**src/rtl/shift_sequencer.sv**
```systemverilog
// Feeds a combinational right shifter/rotator and collects its result.
// SRL/SRA/SLL/ROR/ROL requests are mapped onto right-only shift/rotate
// commands, the shifter output is masked or sign-filled, and the result is
// registered with N/Z/C flags and held until the consumer takes it.

module shift_sequencer #(
    parameter int unsigned WIDTH = 16,
    parameter int unsigned AW    = $clog2(WIDTH)
) (
    input  logic             clk,
    input  logic             rst_n,
    // request side
    input  logic             in_valid,
    output logic             in_ready,
    input  logic [WIDTH-1:0] in_data,
    input  logic [AW-1:0]    in_amt,
    input  logic [2:0]       in_op,
    // shifter side
    output logic [WIDTH-1:0] sh_a,
    output logic [AW-1:0]    sh_amt,
    output logic             sh_rot,
    input  logic [WIDTH-1:0] sh_y,
    // result side
    output logic             out_valid,
    input  logic             out_ready,
    output logic [WIDTH-1:0] out_data,
    output logic             out_n,
    output logic             out_z,
    output logic             out_c,
    output logic             out_err
);

    localparam logic [2:0] OpSrl = 3'b000;
    localparam logic [2:0] OpSra = 3'b001;
    localparam logic [2:0] OpSll = 3'b010;
    localparam logic [2:0] OpRor = 3'b011;
    localparam logic [2:0] OpRol = 3'b100;

    typedef enum logic [1:0] {StIdle, StExec, StDone} state_e;

    state_e           r_state;
    state_e           w_state_next;

    logic [AW-1:0]    r_amt;
    logic [2:0]       r_op;

    logic [AW-1:0]    w_left_amt;
    logic [AW-1:0]    w_acc_amt;
    logic             w_acc_rot;
    logic             w_accept;

    logic [WIDTH-1:0] w_ones;
    logic [AW-1:0]    w_idx_right;
    logic [AW-1:0]    w_idx_left;
    logic [WIDTH-1:0] w_result;
    logic             w_carry;
    logic             w_err;

    assign w_accept = (r_state == StIdle) && in_valid;

    // State register
    always_ff @(posedge clk or negedge rst_n) begin
        if (!rst_n) begin
            r_state <= StIdle;
        end else begin
            r_state <= w_state_next;
        end
    end

    // Next-state logic: IDLE -> EXEC -> DONE -> IDLE
    always_comb begin
        w_state_next = r_state;
        case (r_state)
            StIdle:  if (in_valid) w_state_next = StExec;
            StExec:  w_state_next = StDone;
            StDone:  if (out_ready) w_state_next = StIdle;
            default: w_state_next = StIdle;
        endcase
    end

    // Handshake outputs decoded from state
    always_comb begin
        in_ready  = (r_state == StIdle);
        out_valid = (r_state == StDone);
    end

    // Command translation; left ops become right rotates by (w - n) mod w
    always_comb begin
        w_left_amt = (in_amt == '0) ? '0 : AW'(WIDTH - 32'(in_amt));
        w_acc_amt  = '0;
        w_acc_rot  = 1'b0;
        case (in_op)
            OpSrl, OpSra: begin
                w_acc_amt = in_amt;
                w_acc_rot = 1'b0;
            end
            OpRor: begin
                w_acc_amt = in_amt;
                w_acc_rot = 1'b1;
            end
            OpSll, OpRol: begin
                w_acc_amt = w_left_amt;
                w_acc_rot = 1'b1;
            end
            default: begin
                w_acc_amt = '0;
                w_acc_rot = 1'b0;
            end
        endcase
    end

    // Latch the request and drive the shifter; sh_a doubles as the operand copy
    always_ff @(posedge clk or negedge rst_n) begin
        if (!rst_n) begin
            sh_a   <= '0;
            sh_amt <= '0;
            sh_rot <= 1'b0;
            r_amt  <= '0;
            r_op   <= '0;
        end else if (w_accept) begin
            sh_a   <= in_data;
            sh_amt <= w_acc_amt;
            sh_rot <= w_acc_rot;
            r_amt  <= in_amt;
            r_op   <= in_op;
        end
    end

    // Post-process the shifter output and pick the carry bit
    always_comb begin
        w_ones      = '1;
        w_idx_right = AW'(32'(r_amt) - 32'd1);
        w_idx_left  = AW'(WIDTH - 32'(r_amt));
        w_result    = sh_y;
        w_carry     = 1'b0;
        w_err       = 1'b0;
        case (r_op)
            OpSrl, OpRor: begin
                if (r_amt != '0) w_carry = sh_a[w_idx_right];
            end
            OpSra: begin
                w_result = sh_y | (sh_a[WIDTH-1] ? ~(w_ones >> r_amt) : '0);
                if (r_amt != '0) w_carry = sh_a[w_idx_right];
            end
            OpRol: begin
                if (r_amt != '0) w_carry = sh_a[w_idx_left];
            end
            OpSll: begin
                // rotate-left image with the wrapped-in low bits cleared
                w_result = sh_y & (w_ones << r_amt);
                if (r_amt != '0) w_carry = sh_a[w_idx_left];
            end
            default: begin
                w_result = sh_a;
                w_err    = 1'b1;
            end
        endcase
    end

    // Result register, loaded at the end of EXEC and held through DONE
    always_ff @(posedge clk or negedge rst_n) begin
        if (!rst_n) begin
            out_data <= '0;
            out_n    <= 1'b0;
            out_z    <= 1'b0;
            out_c    <= 1'b0;
            out_err  <= 1'b0;
        end else if (r_state == StExec) begin
            out_data <= w_result;
            out_n    <= w_result[WIDTH-1];
            out_z    <= (w_result == '0);
            out_c    <= w_carry;
            out_err  <= w_err;
        end
    end

endmodule

```
**config.mk**
```make
export PLATFORM = sky130hd
export DESIGN_NAME = shift_sequencer
export DESIGN_NICKNAME = d
export VERILOG_FILES = /design/src/rtl/shift_sequencer.sv
export SDC_FILE = /design/constraint.sdc
export NUM_CORES = 1
export LEC_CHECK = 0
export BUFFER_PORTS_ARGS = -buffer_cell sky130_fd_sc_hd__buf_2
export CAP_MARGIN = 20
export CORE_ASPECT_RATIO = 1.4
export CORE_UTILIZATION = 56
export CTS_CLUSTER_DIAMETER = 60
export DETAILED_ROUTE_END_ITERATION = 12
export PLACE_DENSITY = 0.87
export RECOVER_POWER = 100
export SLEW_MARGIN = 20
export SYNTH_ARGS = -nofsm -noshare
export SYNTH_HDL_FRONTEND = slang
export SYNTH_SLANG_ARGS = --single-unit
```
**constraint.sdc**
```tcl
create_clock -name clk -period 3.9 [get_ports clk]
set_input_delay 0.39 -clock clk [delete_from_list [all_inputs] [get_ports clk]]
set_output_delay 0.39 -clock clk [all_outputs]
set_load 0.02 [all_outputs]
```
# --- Yosys cells after proc, flatten, opt, wreduce, memory -nomap -nowiden ---
# Index checks and enable logic that the tools add are counted.
op_classes:
  n_addsub: 3
  order_cmp: 2
  eq_ne: 12
  shift: 2
  mux: 16
  n_bitwise: 3
  reduce_logical: 15
op_table:
  columns: ["operator", "n"]
  rows:
  - ["case mux 16 bit (3 select lines)", 1]
  - ["bitwise AND 16 bit", 1]
  - ["zero test 16 bit", 1]
  - ["2-to-1 mux 16 bit", 1]
  - ["NOT 16 bit", 1]
  - ["bitwise OR 16 bit", 1]
  - ["left shift 16 x 4 -> 16 bit, first input constant", 1]
  - ["right shift 16 x 4 -> 16 bit, first input constant", 1]
  - ["equality test 3 x 2 -> 1 bit, second input constant", 4]
  - ["OR reduction 3 bit", 4]
  - ["< comparator 4 x 5 -> 1 bit, second input constant", 2]
  - ["binary-select mux 1 bit (select 4 bit)", 2]
  - ["case mux 4 bit (2 select lines)", 1]
  - ["subtractor 1 x 4 -> 4 bit, first input constant", 2]
  - ["equality test 3 x 1 -> 1 bit, second input constant", 2]
  - ["equality test 3 bit, second input constant", 2]
  - ["zero test 3 bit", 2]
  - ["2-to-1 mux 1 bit", 6]
  - ["case mux 2 bit (3 select lines)", 1]
  - ["OR reduction 5 bit", 1]
  - ["zero test 4 bit", 1]
  - ["2-to-1 mux 2 bit", 2]
  - ["2-to-1 mux 4 bit", 1]
  - ["nonzero test 4 bit", 1]
  - ["other kinds (10)", 11]
word_totals:
  register_bits: 50
  in_bits: 43
  output_inout_bits: 43
  elab_cells: 64

# --- Longest topological paths before layout ---
# Gate-level depths: netlist (run 1).
depth:
  ltp_word: 6
  ltp_mapped: 11
  ltp_nobuf: 10

# --- Least setup slack after synthesis (run 1) ---
# No wires, ideal clock.
synth_path:
  path_kind: "flip-flop to flip-flop"
  startpoint: "reg r_amt[0]"
  endpoint: "reg out_c"
  setup_ps: 124
  t_arrival_ps: 2374
  t_required_ps: 3776
  setup_slack_ps: 1402
  stages_incl_launch_ff: 10
  path_buffers: 1
  period_less_slack_ps: 2498
  path_cell_list: "dfrtp_1 buf_4 inv_1 ha_1 inv_1 ha_1 mux4_2 mux4_2 mux2i_1 o31ai_1"
synth_via:
  elab_chain_len: 5
  word_cells_on_any_way: 10
  classes_between: "2 x add/sub; 7 x mux; 1 x reduce/logical"
synth_rtl:
  columns: ["item", "line_no", "rtl"]
  rows:
  - ["start: declaration", "44", "logic [AW-1:0] r_amt;"]
  - ["start signal: assignment", "124", "r_amt <= in_amt;"]
  - ["subtractor 1 x 4 -> 4 bit / subtractor 4 x 1 -> 4 bit (equally long branches)", "133, 132", null]
  - ["binary-select mux 1 bit (select 4 bit), on equally long branches", null, null]
  - ["2-to-1 mux 1 bit, on equally long branches (2 in series)", null, null]
  - ["case mux 1 bit (2 select lines) (*)", "137", "case (r_op)"]
  - ["end signal: assignment", "172", "out_c <= w_carry;"]
  - ["end: declaration", "29", "output logic out_c,"]
# Every way passes the cells marked *; elsewhere a longest branch is shown, timed or not. The select of a mux whose other input is x is not followed.
# A chain may end at the register's enable or synchronous reset.

# --- Worst setup path in the final report (run 1) ---
# Ends and elaborated chain as after synthesis.

==> flow_summary.toml, run 1 <==
[run_status]
outcome = "finished, violations left"
violations = "capacitance limit, slew limit"

[synth]
synth_mux_area_share_pct = 18.64
ys.flop_type = "dfrtp_1"
synth_top_family_by_area = "multiplexers"
yosys.cell_types.count = 52
synth_fa_ha_area_share_pct = 2.491
syn-cell-area_mm2 = 0.003014
synth-compound-area-share_pct = 17.48
synth.most_common_cell = "dfrtp_1"
synth_top_area_share_pct = 40.68
synthSimpleGateAreaFrac_pct = 13.78
synthTopCellsByArea = "dfrtp_1 (41%), mux2_2 (11%), mux4_2 (7.5%)"
ys_ff_latch = 49
syn_inst = 283
syn_nets = 332
yosysSeqAreaShare_pct = 40.68
syn-mean-instance-area_um2 = 10.65
synth_edf_count = 0
post-synth-top-area-cell = "dfrtp_1"
synth-xor-area-share_pct = 0.5812
yosys_warnings = 0
synthTopCellsByCount = "dfrtp_1 (49), mux2_2 (29), a21oi_1 (26)"
async_flop_share_pct = 100.0

[sta]
slew_headroom_pct = -71.79
fin_skew_ns = 0.01092
finalCriticalPeriod_ns = 2.803
whs_ns = 0.2607
finalHoldViolCount = 0
slew_viol_final = 82
setup_viol = 0
max_freq_ghz = 0.3567
tightest_slew_ns = 2.577
rsz0062_at_grt = "false"
timing.final.crit_share_pct = 71.88
tns_ns = 0

[critical_path]
cp_max_fo = 12
start_kind = "flop"
worstSetupEndpointType = "flop"
critPathRequiredTime_ns = 4.09
crit_arrival_ns = 2.99
r2r_slack_ns = 1.10
critPathKind = "reg2reg"

[final_layout]
multi_input_area_mm2 = 0.001577
area_growth_pct = 12.62
drive_gt1_share_pct = 27.86
diodes = 0
nNetsFinal = 408
area.sequential_mm2 = 0.001226
utilization_pct = 65.80
nFillCells = 459
stdcell_count = 425

[pwr]
p_per_area_mw_per_mm2 = 962.8
p_clk_share_pct = 9.4
switchingPower_mw = 1.558
total_power_mw = 3.268
p_comb_share_pct = 55.9
intPower_mw = 1.710
switching_share_pct = 47.69
power_frac_seq_pct = 34.7
leakagePower_nw = 1.444
vdd_drop_max_v = 0.0005447

[flow_run]
max_cap_viol_count = 2

[grt]
grt_usage_pct = 28.27
grt_pass1_wl_um = 12060
antenna_found_initial = 0
grt_pass1_vias = 2451
grt-ovfl-total = 0
grt_start_max_net_pins = 50

[place]
gp_congestion = 0.9508
dp.cells = 418
port_buffers = 85
dpl.hpwl_um = 5651

[cts]
h-tree-depth = 2
cts_hold_buf = 0
cts_tree = "yes"
cts_setup_buffers = 0
clock-sinks = 49
cts_max_path_buffers = 2
clockRootBuffer = "clkbuf_8"
cts-buffers-inserted = 5
cts_resized = 0
clkLatencyLatePin_ns = 0.31
clk_pin_slew_worst_paths_ns = 0.09

[drt]
drc = 0
wl_per_cell_um = 17.98
routed_via_density = 6.172
firstDrtPassIters = 5
drt-initial-drc-count = 168
wl_um = 7643
antenna_left = 0
vias = 2623

[floorplanning]
dieArea_mm2 = 0.005684
start_util_pct = 58.43
core_mm2 = 0.005159
ios = 86
dieHeight_um = 88.81
rows = 31
die-width_um = 64.01

[hold_path]
min_path_type = "in2reg"
## placed cells by master, fill, tap and decap left out, types with 4 or more instances in the layout
master / count
o21ai_0: 21
nor3_1: 7
clkbuf_1: 46
buf_2: 41
nand2b_1: 5
inv_1: 11
nor2_1: 21
or2_2: 4
clkbuf_8: 6
mux2_2: 29
a21oi_1: 26
ha_1: 6
dfrtp_1: 49
nand2_1: 22
mux4_2: 10
a31oi_1: 6
## power groups by stage
stage | logic [mW] | registers, mW | clock network, mW
after CTS | 1.89 | 1.12 | 0.310
after global routing | 1.98 | 1.17 | 0.331
after detailed placement | 1.89 | 1.13 | 0
after floorplan | 1.35 | 1.19 | 0
after global placement | 1.84 | 1.12 | 0
final | 1.83 | 1.13 | 0.306
## through the flow
stage | worst slack [ns] | cell area [um^2]
after floorplan | 1.402 | 3014
after global placement | 1.274 | 3387
after detailed placement | 1.076 | 3387
after CTS | 1.087 | 3473
after global routing | 0.9485 | 3395
final | 1.097 | 3395
## registers in the layout (all words and copies together), names as in the netlist, 2 cells and up
signal,cells
r_state,2
sh_amt,4
r_amt,4
sh_a,16
r_op,3
out_data,16
## routing by layer
metal	share of wire [%]	track usage, %	vias to the layer above
met5	0	0	-
met4	3.5	14.05	0
met3	7.5	6.314	28
met2	50	47.00	150
met1	39	34.72	1255
li1	-	-	1190
## cell families (layout without fill, tap and decap cells)
logic type / after synthesis / count (layout)
buffers and inverters: 29 / 105
AO/OA/AOI/OAI: 79 / 79
XOR/XNOR: 2 / 2
multiplexers: 40 / 40
adder cells (fa/ha/maj): 6 / 6
flip-flops: 49 / 49
AND/OR/NAND/NOR: 78 / 78
## final timing paths
path                                           end  depth (start not counted)               startpoint
min reg2reg                out_data[7]$_DFFE_PN0N_                          2  out_data[7]$_DFFE_PN0N_
min                         r_state[1]$_DFFE_PN0P_                          2                out_ready
max in group asynchronous      sh_a[5]$_DFFE_PN0P_                          1                    rst_n
min in group asynchronous    sh_amt[2]$_DFFE_PN0P_                          1                    rst_n
max reg2reg                      out_c$_DFFE_PN0N_                          8     r_amt[0]$_DFFE_PN0P_
max                              out_c$_DFFE_PN0N_                          8     r_amt[0]$_DFFE_PN0P_
## final cells by class
| cell class | count | share of cell area, % |
|---|---|---|
| repair buffers | 87 | 11.24 |
| inverters | 11 | 1.216 |
| flip-flops and latches | 49 | 36.12 |
| well taps | 66 | 2.433 |
| clock buffers | 7 | 2.543 |
| multi-input cells | 205 | 46.44 |
## critical path, cell delays in order, from the launching register on
cell     delay [ns]
dfrtp_1        0.65
inv_1          0.16
ha_1           0.24
inv_1          0.07
ha_1           0.28
mux4_2         0.55
mux4_2         0.48
mux2i_1        0.16
o31ai_1        0.10
No activity file was read; power rests on OpenSTA's default activity.
==> run 2: changes to the inputs <==
Settings changed: CORE_UTILIZATION 56 to 52, PLACE_DENSITY 0.87 to 0.82.
Clock period 3.9 ns to 2.9 ns, I/O delays scaled along.
==> run 2 against run 1 <==
  * Die area rose by 7.5%
  * Cell count rose by 1.6%
  * The flow still finishes with violations (capacitance limit, slew limit)
  * Largest power group unchanged
  * Clock skew fell by 0.0060 ns
  * Sequential power rose by 27%
==> flow_summary.toml, run 2 (synthesis gave the netlist of run 1 again) <==
[run_status]
outcome = "finished, violations left"
violations = "capacitance limit, slew limit"

[floorplanning]
ios = 86
start_util_pct = 54.16
rows = 32
dieArea_mm2 = 0.006109
dieHeight_um = 92.09
core_mm2 = 0.005565
die-width_um = 66.35

[critical_path]
rr_worst_depth = 7
reg2reg_from = "r_op[2]$_DFFE_PN0P_"
start_kind = "flop"
r2r_end = "out_z$_DFFE_PN0N_"
crit_arrival_ns = 2.85
r2r_slack_ns = 0.25
critPathRequiredTime_ns = 3.10
slowest_delay_ns = 0.63
slowest_stage = "dfrtp_1"
worstSetupStartpoint = "r_op[2]$_DFFE_PN0P_"
critPathKind = "reg2reg"
path_cells = "nor4bb_4 > clkbuf_1 > a221oi_1 > nor3_1 > nor4_1 > and4_4 > a32o_1"
cp_max_fo = 18
worstSetupEndpointType = "flop"

[grt]
grt_start_max_net_pins = 50
grt_pass1_vias = 2503
grt-ovfl-total = 0
antenna_found_initial = 0
grt_pass1_wl_um = 12650
grt_usage_pct = 27.51

[final_layout]
layout_common_cells = "dfrtp_1 (49), clkbuf_1 (46), buf_2 (41), mux2_2 (29), a21oi_1 (26)"
top_regs = "out_data x16, sh_a x16"
final_common_cell = "dfrtp_1"
nNetsFinal = 412
utilization_pct = 62.32
diodes = 0
area_growth_pct = 15.07
nFillCells = 517
drive_gt1_share_pct = 28.85

[pwr]
p_per_area_mw_per_mm2 = 1321
total_power_mw = 4.580
p_comb_share_pct = 56.2
switching_share_pct = 45.86
vdd_drop_max_v = 0.0006988
p_clk_share_pct = 12.4
intPower_mw = 2.480
switchingPower_mw = 2.101
power_frac_seq_pct = 31.3
leakagePower_nw = 1.486

[drt]
wl_um = 7673
drc = 0
drt-initial-drc-count = 168
antenna_left = 0
wl_per_cell_um = 17.76
vias = 2609
routed_via_density = 6.039
firstDrtPassIters = 4

[sta]
finalHoldViolCount = 0
tightest_slew_ns = 2.578
timing.final.crit_share_pct = 91.54
setup_ws_ns = 0.2454
setup_viol = 0
finalCriticalPeriod_ns = 2.655
max_freq_ghz = 0.3767
fin_skew_ns = 0.004911
slew_headroom_pct = -71.86
tns_ns = 0
rsz0062_at_grt = "false"
slew_viol_final = 89

[cts]
clockRootBuffer = "clkbuf_8"
clkLatencyLatePin_ns = 0.30
clock-sinks = 49
cts_resized = 0
h-tree-depth = 2
cts_tree = "yes"
cts_hold_buf = 0
cts_setup_buffers = 0
cts_max_path_buffers = 2
clk_pin_slew_worst_paths_ns = 0.09
cts-buffers-inserted = 5

[hold_path]
hold_depth = 2
hp-start = "out_ready"
holdPathEnd = "r_state[1]$_DFFE_PN0P_"
min_path_type = "in2reg"

[place]
port_buffers = 85
dpl.hpwl_um = 5808
gp_congestion = 0.9253
dp_slack_ns = 0.2815

[flow_run]
max_cap_viol_count = 2
## run 2: cell types whose count changed in the layout (fill, tap and decap cells not counted), sizes merged
| cell | change |
|---|---|
| bufinv | +2 |
| clkinv | +1 |
| buf | +3 |
| clkbuf | -1 |
## run 2: routing by layer
metal	global-route usage [%]	vias to the layer above	routed length [um]	share of wire (%)
met2	46.00	118	3954	52
met3	4.478	23	443	5.8
met1	34.63	1269	3005	39
met5	0	-	0	0
met4	11.35	0	270	3.5
li1	-	1199	-	-
## run 2: area by class of cell
type                            count  area [um^2]  area share, %
Clock buffer                        5        68.82          1.984
Clock inverter                      3        65.06          1.876
Inverter                           11        41.29          1.190
Multi-Input combinational cell    205         1574          45.38
Sequential cell                    49         1226          35.35
Tap cell                           68        85.08          2.453
Timing Repair Buffer               91        407.9          11.76
## run 2: how the worst max path moves through the flow
| stage | end | slack (ns) | cells after the start |
|---|---|---|---|
| 4_1_cts | out_c$_DFFE_PN0N_ | 0.27 | 8 |
| 3_3_place_gp | out_c$_DFFE_PN0N_ | 0.43 | 8 |
| 5_1_grt | out_c$_DFFE_PN0N_ | 0.11 | 8 |
| 3_5_place_dp | out_c$_DFFE_PN0N_ | 0.28 | 8 |
| 6_report | out_z$_DFFE_PN0N_ | 0.25 | 7 |
| 2_1_floorplan | out_c$_DFFE_PN0N_ | 0.40 | 9 |
## run 2: through the flow
stage / cell area, um^2 / cells / hold WS, ns
6_report: 3468 / 432 / 0.1733
5_1_grt: 3468 / 432 / 0.1863
4_1_cts: 3553 / 432 / 0.1766
3_5_place_dp: 3420 / 424 / 0.4653
3_3_place_gp: 3420 / 424 / 0.4591
2_1_floorplan: 3014 / 283 / -0.005591
## run 2: worst max-delay path, delay by kind of cell (launching register included)
| family | cells | cell delay, ns |
|---|---|---|
| AOI/OAI and AO/OA | 2 | 0.39 |
| DFF | 1 | 0.63 |
| and+or+nand+nor | 4 | 1.02 |
| buffers and inverters | 1 | 0.50 |
## run 2: power groups by stage
| stage | Clock, mW | Sequential, mW | Combinational (mW) |
|---|---|---|---|
| floorplan | 0 | 1.60 | 1.81 |
| global placement | 0 | 1.42 | 2.60 |
| detailed placement | 0 | 1.44 | 2.67 |
| CTS | 0.578 | 1.43 | 2.68 |
| global route | 0.606 | 1.49 | 2.80 |
| finish | 0.570 | 1.44 | 2.58 |
==> run 3: changes to the inputs <==
Settings changed: PLACE_DENSITY 0.82 to 0.89.
==> run 3 against run 2 <==
  * The flow now finishes without violations
  * Routed wire length is 1.4% lower
  * Flip-flop and latch count stayed put
  * Via count is 0.23% higher
  * Worst setup slack better by 0.057 ns
  * Critical endpoint is now out_c$_DFFE_PN0N_
  * Largest power group unchanged
==> flow_summary.toml, run 3 (synthesis gave the netlist of run 1 again) <==
[grt]
antenna_found_initial = 0
grt_start_max_net_pins = 50
grt_pass1_vias = 2515
grt-ovfl-total = 0
grt_pass1_wl_um = 12200
grt_usage_pct = 26.86

[place]
dpl_cell_area_mm2 = 0.003435
dpl.hpwl_um = 5805
gp_congestion = 0.9249
port_buffers = 85
dp.cells = 426

[cts]
clock-sinks = 49
clk_pin_slew_worst_paths_ns = 0.09
h-tree-depth = 2
cts_setup_buffers = 0
clockRootBuffer = "clkbuf_8"
cts_tree = "yes"
cts_hold_buf = 0
cts-buffers-inserted = 5
cts_resized = 0
cts_max_path_buffers = 2
clkLatencyLatePin_ns = 0.30

[final_layout]
final_area_mm2 = 0.003430
layout_common_cells = "dfrtp_1 (49), clkbuf_1 (48), buf_2 (41), mux2_2 (29), a21oi_1 (26)"
area_growth_pct = 13.78
diodes = 0
top_regs = "out_data x16, sh_a x16"
stdcell_count = 433
final_common_cell = "dfrtp_1"
drive_gt1_share_pct = 28.49
nNetsFinal = 414

[critical_path]
start_kind = "flop"
crit_arrival_ns = 2.78
critPathKind = "reg2reg"
worstSetupStartpoint = "r_amt[1]$_DFFE_PN0P_"
worstSetupEndpointType = "flop"
rr_worst_depth = 8
endpoint = "out_c$_DFFE_PN0N_"
r2r_slack_ns = 0.30
r2r_end = "out_c$_DFFE_PN0N_"
cp_max_fo = 9
critPathRequiredTime_ns = 3.09
reg2reg_from = "r_amt[1]$_DFFE_PN0P_"

[floorplanning]
dieArea_mm2 = 0.006109
start_util_pct = 54.16
die-width_um = 66.35
rows = 32
dieHeight_um = 92.09
core_mm2 = 0.005565
ios = 86

[pwr]
p_clk_share_pct = 9.3
vdd_drop_max_v = 0.0007166
leakagePower_nw = 1.466
total_power_mw = 4.409
p_comb_share_pct = 58.3
p_per_area_mw_per_mm2 = 1285
power_frac_seq_pct = 32.5
switchingPower_mw = 2.081
switching_share_pct = 47.20
intPower_mw = 2.328

[sta]
tightest_slew_ns = 1.372
slew_viol_final = 0
max_freq_ghz = 0.3849
setup_viol = 0
slew_headroom_pct = 8.493
tns_ns = 0
timing.final.crit_share_pct = 89.58
finalCriticalPeriod_ns = 2.598
fin_skew_ns = 0.004174
rsz0062_at_grt = "false"
finalHoldViolCount = 0

[run_status]
outcome = "completed"

[drt]
firstDrtPassIters = 4
vias = 2615
drc = 0
antenna_left = 0
drt-initial-drc-count = 140
wl_um = 7563
routed_via_density = 6.039
wl_per_cell_um = 17.47

[hold_path]
min_path_type = "in2reg"

[flow_run]
max_cap_viol_count = 0
## run 3: metal layers
layer  up-vias  wire length, um  GRT usage [%]  share of wire [%]
li1       1212                -              -                  -
met2       114             3998          44.47                 53
met4         0              180          11.88                2.4
met3        18              454          4.104                6.0
met1      1271             2929          34.07                 39
met5         -                0              0                  0
## run 3: critical path: stages (launching register included)
cell,delay (ns)
dfrtp_1,0.48
inv_1,0.14
ha_1,0.15
inv_1,0.04
ha_1,0.43
mux4_2,0.54
mux4_2,0.47
mux2i_1,0.14
o31ai_1,0.08
## run 3: final cells by class
type	instances	area (um^2)
Timing Repair Buffer	93	416.7
Fill cell	506	2136
Multi-Input combinational cell	205	1574
Sequential cell	49	1226
Tap cell	68	85.08
Inverter	11	41.29
Clock buffer	7	86.33
## run 3: power groups by stage
stage | Clock (mW) | Sequential [mW] | Combinational, mW
2_1_floorplan | 0 | 1.60 | 1.81
3_3_place_gp | 0 | 1.42 | 2.62
3_5_place_dp | 0 | 1.43 | 2.69
4_1_cts | 0.417 | 1.42 | 2.69
5_1_grt | 0.438 | 1.48 | 2.79
6_report | 0.408 | 1.43 | 2.57
## run 3: worst min-delay path by stage
stage	from	endpoint	slack, ns	depth (start not counted)
floorplan	rst_n	out_c$_DFFE_PN0N_	-0.006	0
global placement	out_data[7]$_DFFE_PN0N_	out_data[7]$_DFFE_PN0N_	0.46	2
detailed placement	out_data[7]$_DFFE_PN0N_	out_data[7]$_DFFE_PN0N_	0.47	2
CTS	out_ready	r_state[1]$_DFFE_PN0P_	0.20	2
global route	in_data[15]	sh_a[15]$_DFFE_PN0P_	0.20	2
finish	out_ready	r_state[1]$_DFFE_PN0P_	0.20	2
## run 3: stage by stage
stage                     utilization [%]  hold WS (ns)  worst slack (ns)
final                               61.62        0.2005            0.3022
after global routing                61.62        0.2049            0.1846
after CTS                           63.26        0.2032            0.2949
after detailed placement            61.71        0.4671            0.3147
after global placement              61.71        0.4593            0.4135
after floorplan                         -     -0.005591            0.4022
